File: config.mk
export PLATFORM = sky130hd
export DESIGN_NAME = rr_request_scheduler_flat
export DESIGN_NICKNAME = d
export VERILOG_FILES = /design/src/rtl/rr_pkg.sv /design/src/rtl/rr_request_scheduler_if.sv /design/src/rtl/rr_mask_gen.sv /design/src/rtl/rr_request_scheduler.sv /design/src/flat_wrapper.sv
export SDC_FILE = /design/constraint.sdc
export NUM_CORES = 1
export LEC_CHECK = 0
export ABC_AREA = 1
export CAP_MARGIN = 20
export CORE_MARGIN = 1
export CORE_UTILIZATION = 40
export DETAILED_ROUTE_END_ITERATION = 8
export PLACE_DENSITY = 0.74
export SLEW_MARGIN = 20
export SYNTH_ARGS = -nofsm -noshare
export SYNTH_HDL_FRONTEND = slang
export SYNTH_SLANG_ARGS = --single-unit
File: constraint.sdc
create_clock -name clk -period 1.9 [get_ports clk]
set_clock_uncertainty 0.1 [all_clocks]
set_input_delay 0.285 -clock clk [delete_from_list [all_inputs] [get_ports clk]]
set_output_delay 0.285 -clock clk [all_outputs]
set_load 0.05 [all_outputs]
File: src/rtl/rr_pkg.sv
// Shared types and helpers for the round-robin request scheduler and its
// companion blocks: FSM state encoding, default width, one-hot utilities.
package rr_pkg;

  localparam int DEFAULT_WIDTH = 8;
  // Widest vector the helper functions accept; narrower vectors are zero-extended.
  localparam int MAX_WIDTH     = 64;

  typedef enum logic {
    IDLE = 1'b0,
    HOLD = 1'b1
  } rr_state_t;

  // True when exactly one bit of vec is set.
  function automatic logic is_onehot(input logic [MAX_WIDTH-1:0] vec);
    return (vec != '0) && ((vec & (vec - MAX_WIDTH'(1))) == '0);
  endfunction

  // Bit position of a one-hot vector; highest set bit wins if it is not one-hot.
  function automatic int idx_of(input logic [MAX_WIDTH-1:0] onehot);
    int idx;
    idx = 0;
    for (int i = 0; i < MAX_WIDTH; i++) begin
      if (onehot[i]) idx = i;
    end
    return idx;
  endfunction

endpackage

File: src/rtl/rr_request_scheduler_if.sv
// Handshake bundle between the request scheduler, its clients, the pair of
// priority arbiters and the downstream grant consumer.
// slave  : the scheduler side.
// master : the client / arbiter / consumer side.
interface rr_request_scheduler_if #(
  parameter int WIDTH = rr_pkg::DEFAULT_WIDTH
);
  logic [WIDTH-1:0] req_in;
  logic [WIDTH-1:0] request;
  logic [WIDTH-1:0] masked_request;
  logic [WIDTH-1:0] unmasked_grant;
  logic [WIDTH-1:0] masked_grant;
  logic [WIDTH-1:0] grant;
  logic             grant_valid;
  logic             grant_ready;
  logic             grant_err;
  logic             timeout;

  modport slave (
    input  req_in, unmasked_grant, masked_grant, grant_ready,
    output request, masked_request, grant, grant_valid, grant_err, timeout
  );

  modport master (
    output req_in, unmasked_grant, masked_grant, grant_ready,
    input  request, masked_request, grant, grant_valid, grant_err, timeout
  );
endinterface

File: src/rtl/rr_mask_gen.sv
// Round-robin mask generator: given the one-hot vector just granted, keeps
// only the positions strictly above it eligible for the masked arbiter.
// A grant at the top position yields an empty mask (wrap-around).
module rr_mask_gen
  import rr_pkg::*;
#(
  parameter int WIDTH = DEFAULT_WIDTH
) (
  input  logic [WIDTH-1:0] grant_oh,
  output logic [WIDTH-1:0] mask_next
);

  // (grant << 1) - 1 covers bits 0..k; its complement is everything above k.
  always_comb begin
    mask_next = ~((grant_oh << 1) - WIDTH'(1));
  end

endmodule

File: src/rtl/rr_request_scheduler.sv
// Requester side of a round-robin arbitration pair. Latches client request
// pulses into a pending vector, presents unmasked and masked request vectors
// to two lowest-index-first arbiters, validates the returned grant, holds it
// until downstream accepts, then retires the request and rotates the mask.
// Optional feature macro: RR_GRANT_TIMEOUT_EN (drops a grant that waits
// TIMEOUT cycles for grant_ready and moves on to the next client).
module rr_request_scheduler
  import rr_pkg::*;
#(
  parameter int WIDTH   = DEFAULT_WIDTH,
  parameter int TIMEOUT = 16
) (
  input logic                   clk,
  input logic                   rst,
  rr_request_scheduler_if.slave bus
);

  rr_state_t        state, state_n;
  logic [WIDTH-1:0] pending, pending_n;
  logic [WIDTH-1:0] mask, mask_n;
  logic [WIDTH-1:0] grant, grant_n;
  logic [WIDTH-1:0] clr;
  logic [WIDTH-1:0] sel;
  logic [WIDTH-1:0] mask_adv;
  logic             grant_valid, grant_valid_n;
  logic             grant_err, grant_err_n;
  logic             sel_legal;

`ifdef RR_GRANT_TIMEOUT_EN
  localparam int CNT_W = (TIMEOUT > 2) ? $clog2(TIMEOUT) : 1;
  logic [CNT_W-1:0] cnt, cnt_n;
  logic             timeout, timeout_n;
  assign bus.timeout = timeout;
`else
  logic unused_timeout_cfg;
  assign unused_timeout_cfg = (TIMEOUT > 0);
  assign bus.timeout        = 1'b0;
`endif

  assign bus.request        = pending;
  assign bus.masked_request = pending & mask;
  assign bus.grant          = grant;
  assign bus.grant_valid    = grant_valid;
  assign bus.grant_err      = grant_err;

  // Prefer the masked arbiter while anything above the last grant is pending.
  assign sel       = (|(pending & mask)) ? bus.masked_grant : bus.unmasked_grant;
  assign sel_legal = is_onehot(MAX_WIDTH'(sel)) && (|(sel & pending));

  rr_mask_gen #(.WIDTH(WIDTH)) u_mask_gen (
    .grant_oh  (grant),
    .mask_next (mask_adv)
  );

  // State and control registers.
  always_ff @(posedge clk) begin
    if (rst) begin
      state       <= IDLE;
      pending     <= '0;
      mask        <= '1;
      grant       <= '0;
      grant_valid <= 1'b0;
      grant_err   <= 1'b0;
`ifdef RR_GRANT_TIMEOUT_EN
      cnt         <= '0;
      timeout     <= 1'b0;
`endif
    end else begin
      state       <= state_n;
      pending     <= pending_n;
      mask        <= mask_n;
      grant       <= grant_n;
      grant_valid <= grant_valid_n;
      grant_err   <= grant_err_n;
`ifdef RR_GRANT_TIMEOUT_EN
      cnt         <= cnt_n;
      timeout     <= timeout_n;
`endif
    end
  end

  // Next-state, grant capture, retirement and pending update.
  always_comb begin
    state_n       = state;
    mask_n        = mask;
    grant_n       = grant;
    grant_valid_n = grant_valid;
    grant_err_n   = 1'b0;
    clr           = '0;
`ifdef RR_GRANT_TIMEOUT_EN
    cnt_n         = cnt;
    timeout_n     = 1'b0;
`endif
    case (state)
      IDLE: begin
        if (|pending) begin
          if (sel_legal) begin
            grant_n       = sel;
            grant_valid_n = 1'b1;
            state_n       = HOLD;
`ifdef RR_GRANT_TIMEOUT_EN
            cnt_n         = '0;
`endif
          end else begin
            // Bad arbiter answer: flag it and retry next cycle, mask untouched.
            grant_err_n = 1'b1;
          end
        end
      end
      HOLD: begin
        if (bus.grant_ready) begin
          clr           = grant;
          mask_n        = mask_adv;
          grant_n       = '0;
          grant_valid_n = 1'b0;
          state_n       = IDLE;
        end
`ifdef RR_GRANT_TIMEOUT_EN
        else if (cnt == CNT_W'(TIMEOUT - 1)) begin
          // Stalled consumer: keep the request pending but rotate past it.
          timeout_n     = 1'b1;
          mask_n        = mask_adv;
          grant_n       = '0;
          grant_valid_n = 1'b0;
          state_n       = IDLE;
        end else begin
          cnt_n = cnt + CNT_W'(1);
        end
`endif
      end
      default: state_n = IDLE;
    endcase
    // A new request on the bit being retired wins and stays queued.
    pending_n = (pending & ~clr) | bus.req_in;
  end

endmodule

File: src/flat_wrapper.sv
// flat-port wrapper written by rule: the top's interface ports become plain ports
module rr_request_scheduler_flat import rr_pkg::*;
#(
  parameter int WIDTH   = DEFAULT_WIDTH,
  parameter int TIMEOUT = 16
)
  (clk, rst, bus_req_in, bus_unmasked_grant, bus_masked_grant, bus_grant_ready, bus_request, bus_masked_request, bus_grant, bus_grant_valid, bus_grant_err, bus_timeout);
  rr_request_scheduler_if #(.WIDTH(WIDTH)) bus_i ();
  input logic clk;
  input logic rst;
  input wire logic [$bits(bus_i.req_in)-1:0] bus_req_in;
  input wire logic [$bits(bus_i.unmasked_grant)-1:0] bus_unmasked_grant;
  input wire logic [$bits(bus_i.masked_grant)-1:0] bus_masked_grant;
  input wire logic [$bits(bus_i.grant_ready)-1:0] bus_grant_ready;
  output wire logic [$bits(bus_i.request)-1:0] bus_request;
  output wire logic [$bits(bus_i.masked_request)-1:0] bus_masked_request;
  output wire logic [$bits(bus_i.grant)-1:0] bus_grant;
  output wire logic [$bits(bus_i.grant_valid)-1:0] bus_grant_valid;
  output wire logic [$bits(bus_i.grant_err)-1:0] bus_grant_err;
  output wire logic [$bits(bus_i.timeout)-1:0] bus_timeout;
  assign bus_i.req_in = bus_req_in;
  assign bus_i.unmasked_grant = bus_unmasked_grant;
  assign bus_i.masked_grant = bus_masked_grant;
  assign bus_i.grant_ready = bus_grant_ready;
  assign bus_request = bus_i.request;
  assign bus_masked_request = bus_i.masked_request;
  assign bus_grant = bus_i.grant;
  assign bus_grant_valid = bus_i.grant_valid;
  assign bus_grant_err = bus_i.grant_err;
  assign bus_timeout = bus_i.timeout;
  rr_request_scheduler #(.WIDTH(WIDTH), .TIMEOUT(TIMEOUT)) u_core (.clk(clk), .rst(rst), .bus(bus_i));
endmodule
==> summary.md <==
| Metric | Value |
|---|---|
| Internal cell power | 0.000968 W |
| WL final | 5030 um |
| Setup TNS | -2.55 ns |
| Cells along the critical path | nand2_4 -> nand2_4 -> nor2_4 -> buf_6 -> nand3b_1 -> nand2_2 -> nand2_2 -> nor2_4 -> nand2_1 -> nand2_1 -> nand2_1 -> inv_2 -> buf_6 -> nand4_1 -> a21oi_1 |
| Area fraction of the dominant cell type after synthesis | 0.329 |
| Via count of the first global-routing pass | 1829 |
| Setup slack, reg-to-reg | -0.29 ns |
| Core Area | 3800 um2 |
| Buf/Inv on CP | 3 |
| Final std cells w/o fill | 398 |
| Ports | 54 |
| Final Instance Area | 2710 um2 |
| Largest delay share family, worst path | simple AND/OR/NAND/NOR gates |
| Largest net degree at the start of global routing | 18 |
| Final setup violating endpoints | 11 |
| Hold Vio Cnt, Final | 0 |
| YS warnings | 0 |
| RSZ-0062 raised after global routing | yes |
| Synth Area per Inst | 6.37 um2 |
| Antenna violations before repair | 0 |
| Post-route setup slack | -0.289 ns |
| Comb pwr share | 0.377 |
| Commonest cells after routing, fill and taps aside | buf_4, nand2_1, inv_1 |
| Total CTS buffers | 3 |
| First-pass GRT wire length | 7920 um |
| Flip-flop and latch count after synthesis | 27 |
| Number of synthesized flops with an enable pin | 0 |
| Chip height | 66.1 um |
| Kind of critical path | reg -> reg |
| Clock Latency Late Sink | 0.27 ns |
| Root Driver | clkbuf_8 |
| Worst path required time | 2.00 ns |
| Placed insts | 383 |
| Worst setup EP type | flip-flop |
| Clock power frac | 0.220 |
| Critical path's slowest cell | dfxtp_4 |
| Most common cell after layout, fill and taps aside | buf_4 |
| Row count | 22 |
| CP max stage delay | 0.36 ns |
| Period utilization | 1.15 |
| Initial drt markers | 79 |
| Routed via count | 2004 |
| Prevailing post-synth register cell | dfxtp_1 |
| Max-slew violations | 0 |
| Final nets | 379 |
| Peak supply drop | 0.000483 V |
| Clk slew on worst S/H paths | 0.09 ns |
| IO buf count | 52 |
| Sequential fraction of the synthesis area | 0.329 |
| Worst setup SP type | flip-flop |
| Combinational family with the most area after synthesis | simple AND/OR/NAND/NOR gates |
| Worst Path Arrival | 2.29 ns |
| Mapped cell area | 1640 um2 |
| Max Freq | 457 MHz |
| ANT nets after route | 0 |
| Layout fillers | 319 |
| Net Sw Frac | 0.346 |
| DP Worst Slack | -0.376 ns |
| Syn Inst Count | 258 |
| Largest area contributor in the netlist | dfxtp_1 |
| Failing checks | negative setup slack |
| Ratio of cells with drive above 1 in the final layout | 0.386 |
| Largest cells by area after synthesis | dfxtp_1, nand2_1, inv_1, nand3_1, a21oi_1 |
| CTS Hold Bufs | 0 |
| Sequential power share | 0.402 |
| Die footprint | 4370 um2 |
| Gr usage total | 0.232 |
| Fraction of registers with async set/reset | 0 |
| GRT Residual Overflow | 0 |
| HPWL after DPL | 3540 um |
| Via-per-instance ratio | 5.04 |
| Max Fanout on Critical Path | 8 |
| Routed len/inst | 12.6 um |
| Maxcap violations | 0 |
| Adder and majority cell fraction of the synthesized area | 0.00762 |
| Fraction of the mapped netlist area in simple logic gates | 0.409 |
| H-tree Lvls | 1 |
| Area delta synth->final | 64.7% |
| HP Class | reg -> reg |
| Remaining DRCs | 0 |
| Post-synthesis xor/xnor area fraction | 0 |
| Netlist cell types | 29 |
| Deepest clock path buffer count | 2 |
| Placed instance area | 2420 um2 |
| Net Sw Power | 0.000512 W |
| Outcome | finished, violations left |
| Gpl congestion | 0.864 |
| CP dominant cell by count | nand2_1 |
| Syn_nets | 286 |
| CTS tree | built |
| Minimum clock period | 2.19 ns |
| N_diodes | 0 |
| # clock sinks | 27 |
| Drt first pass iters | 4 |
| Initial Utilization | 0.432 |
| Die X | 66.1 um |
| Multiplexer area fraction after synthesis | 0 |
| Leakage power | 1.29 nW |
| Util after Layout | 0.712 |
| Post-synthesis compound-gate area fraction | 0.127 |
| Power Dens Cells | 547 nW/um2 |
==> cell usage after synthesis (3+ instances only) <==
master	count
a21oi_1	21
nand4_1	8
nand2_1	77
dfxtp_1	27
nand3_1	25
nand2_2	4
nor2_2	3
o21ai_0	11
inv_1	34
nor2_1	14
nand3b_1	6
clkbuf_1	3
==> worst paths after layout <==
path / cells past startpoint / start / to
worst min register to register: 2 / u_core.mask[0]$_SDFFE_PP1P_ / u_core.mask[0]$_SDFFE_PP1P_
worst max-delay path: 15 / u_core.bus.request[5]$_SDFF_PP0_ / u_core.bus.grant[2]$_SDFFE_PP0P_
worst min-delay path: 2 / u_core.mask[0]$_SDFFE_PP1P_ / u_core.mask[0]$_SDFFE_PP1P_
worst max register to register: 15 / u_core.bus.request[5]$_SDFF_PP0_ / u_core.bus.grant[2]$_SDFFE_PP0P_
==> cell families after synthesis <==
kind of cell,Yosys count
flip-flops,27
buffers and inverters,48
other,1
adder cells (fa/ha/maj),1
AND/OR/NAND/NOR,143
AO/OA/AOI/OAI,38
==> worst min-delay path, stage by stage, from the launching register on <==
cell	delay [ns]
dfxtp_2	0.34
nand2_1	0.06
nand2_1	0.04
==> power groups by stage <==
stage                     logic (W)  registers [W]  clock network, W
after detailed placement   0.000482       0.000606                 0
after floorplan            0.000214       0.000670                 0
final                      0.000558       0.000595          0.000326
after global placement     0.000479       0.000605                 0
after global routing       0.000597       0.000598          0.000355
after CTS                  0.000532       0.000593          0.000332
==> layout make-up <==
class / instances / area, um2 / share of cell area
well taps: 48 / 60.1 / 0.0222
clock buffers: 3 / 41.3 / 0.0153
clock inverters: 1 / 7.51 / 0.00277
multi-input cells: 185 / 1060 / 0.393
inverters: 38 / 143 / 0.0527
flip-flops and latches: 27 / 578 / 0.214
repair buffers: 96 / 815 / 0.301
==> what timing repair did <==
item,in CTS,in global routing
resized for setup,31,16
pin swaps,37,20
setup buffers,4,4
setup endpoints to repair,11,11
cloned,3,0
==> per-layer routing <==
layer / GRT usage / vias up / part of all wire
met4: 0.0426 / 0 / 0.014
met1: 0.301 / 928 / 0.45
met5: 0 / - / 0
li1: - / 1019 / -
met2: 0.409 / 49 / 0.49
met3: 0.0310 / 8 / 0.039
==> flip-flops by register name (all words and copies together), names as in the netlist <==
signal	count
u_core.bus.grant	8
u_core.bus.grant_err	1
u_core.bus.grant_valid	1
u_core.bus.request	8
u_core.mask	8
u_core.state	1
==> metrics by stage <==
step / hold slack (ns) / power (W)
global placement: 0.358 / 0.00108
CTS: 0.374 / 0.00146
global route: 0.393 / 0.00155
floorplan: 0.297 / 0.000884
finish: 0.362 / 0.00148
detailed placement: 0.359 / 0.00109
No activity file was read; power rests on OpenSTA's default activity.
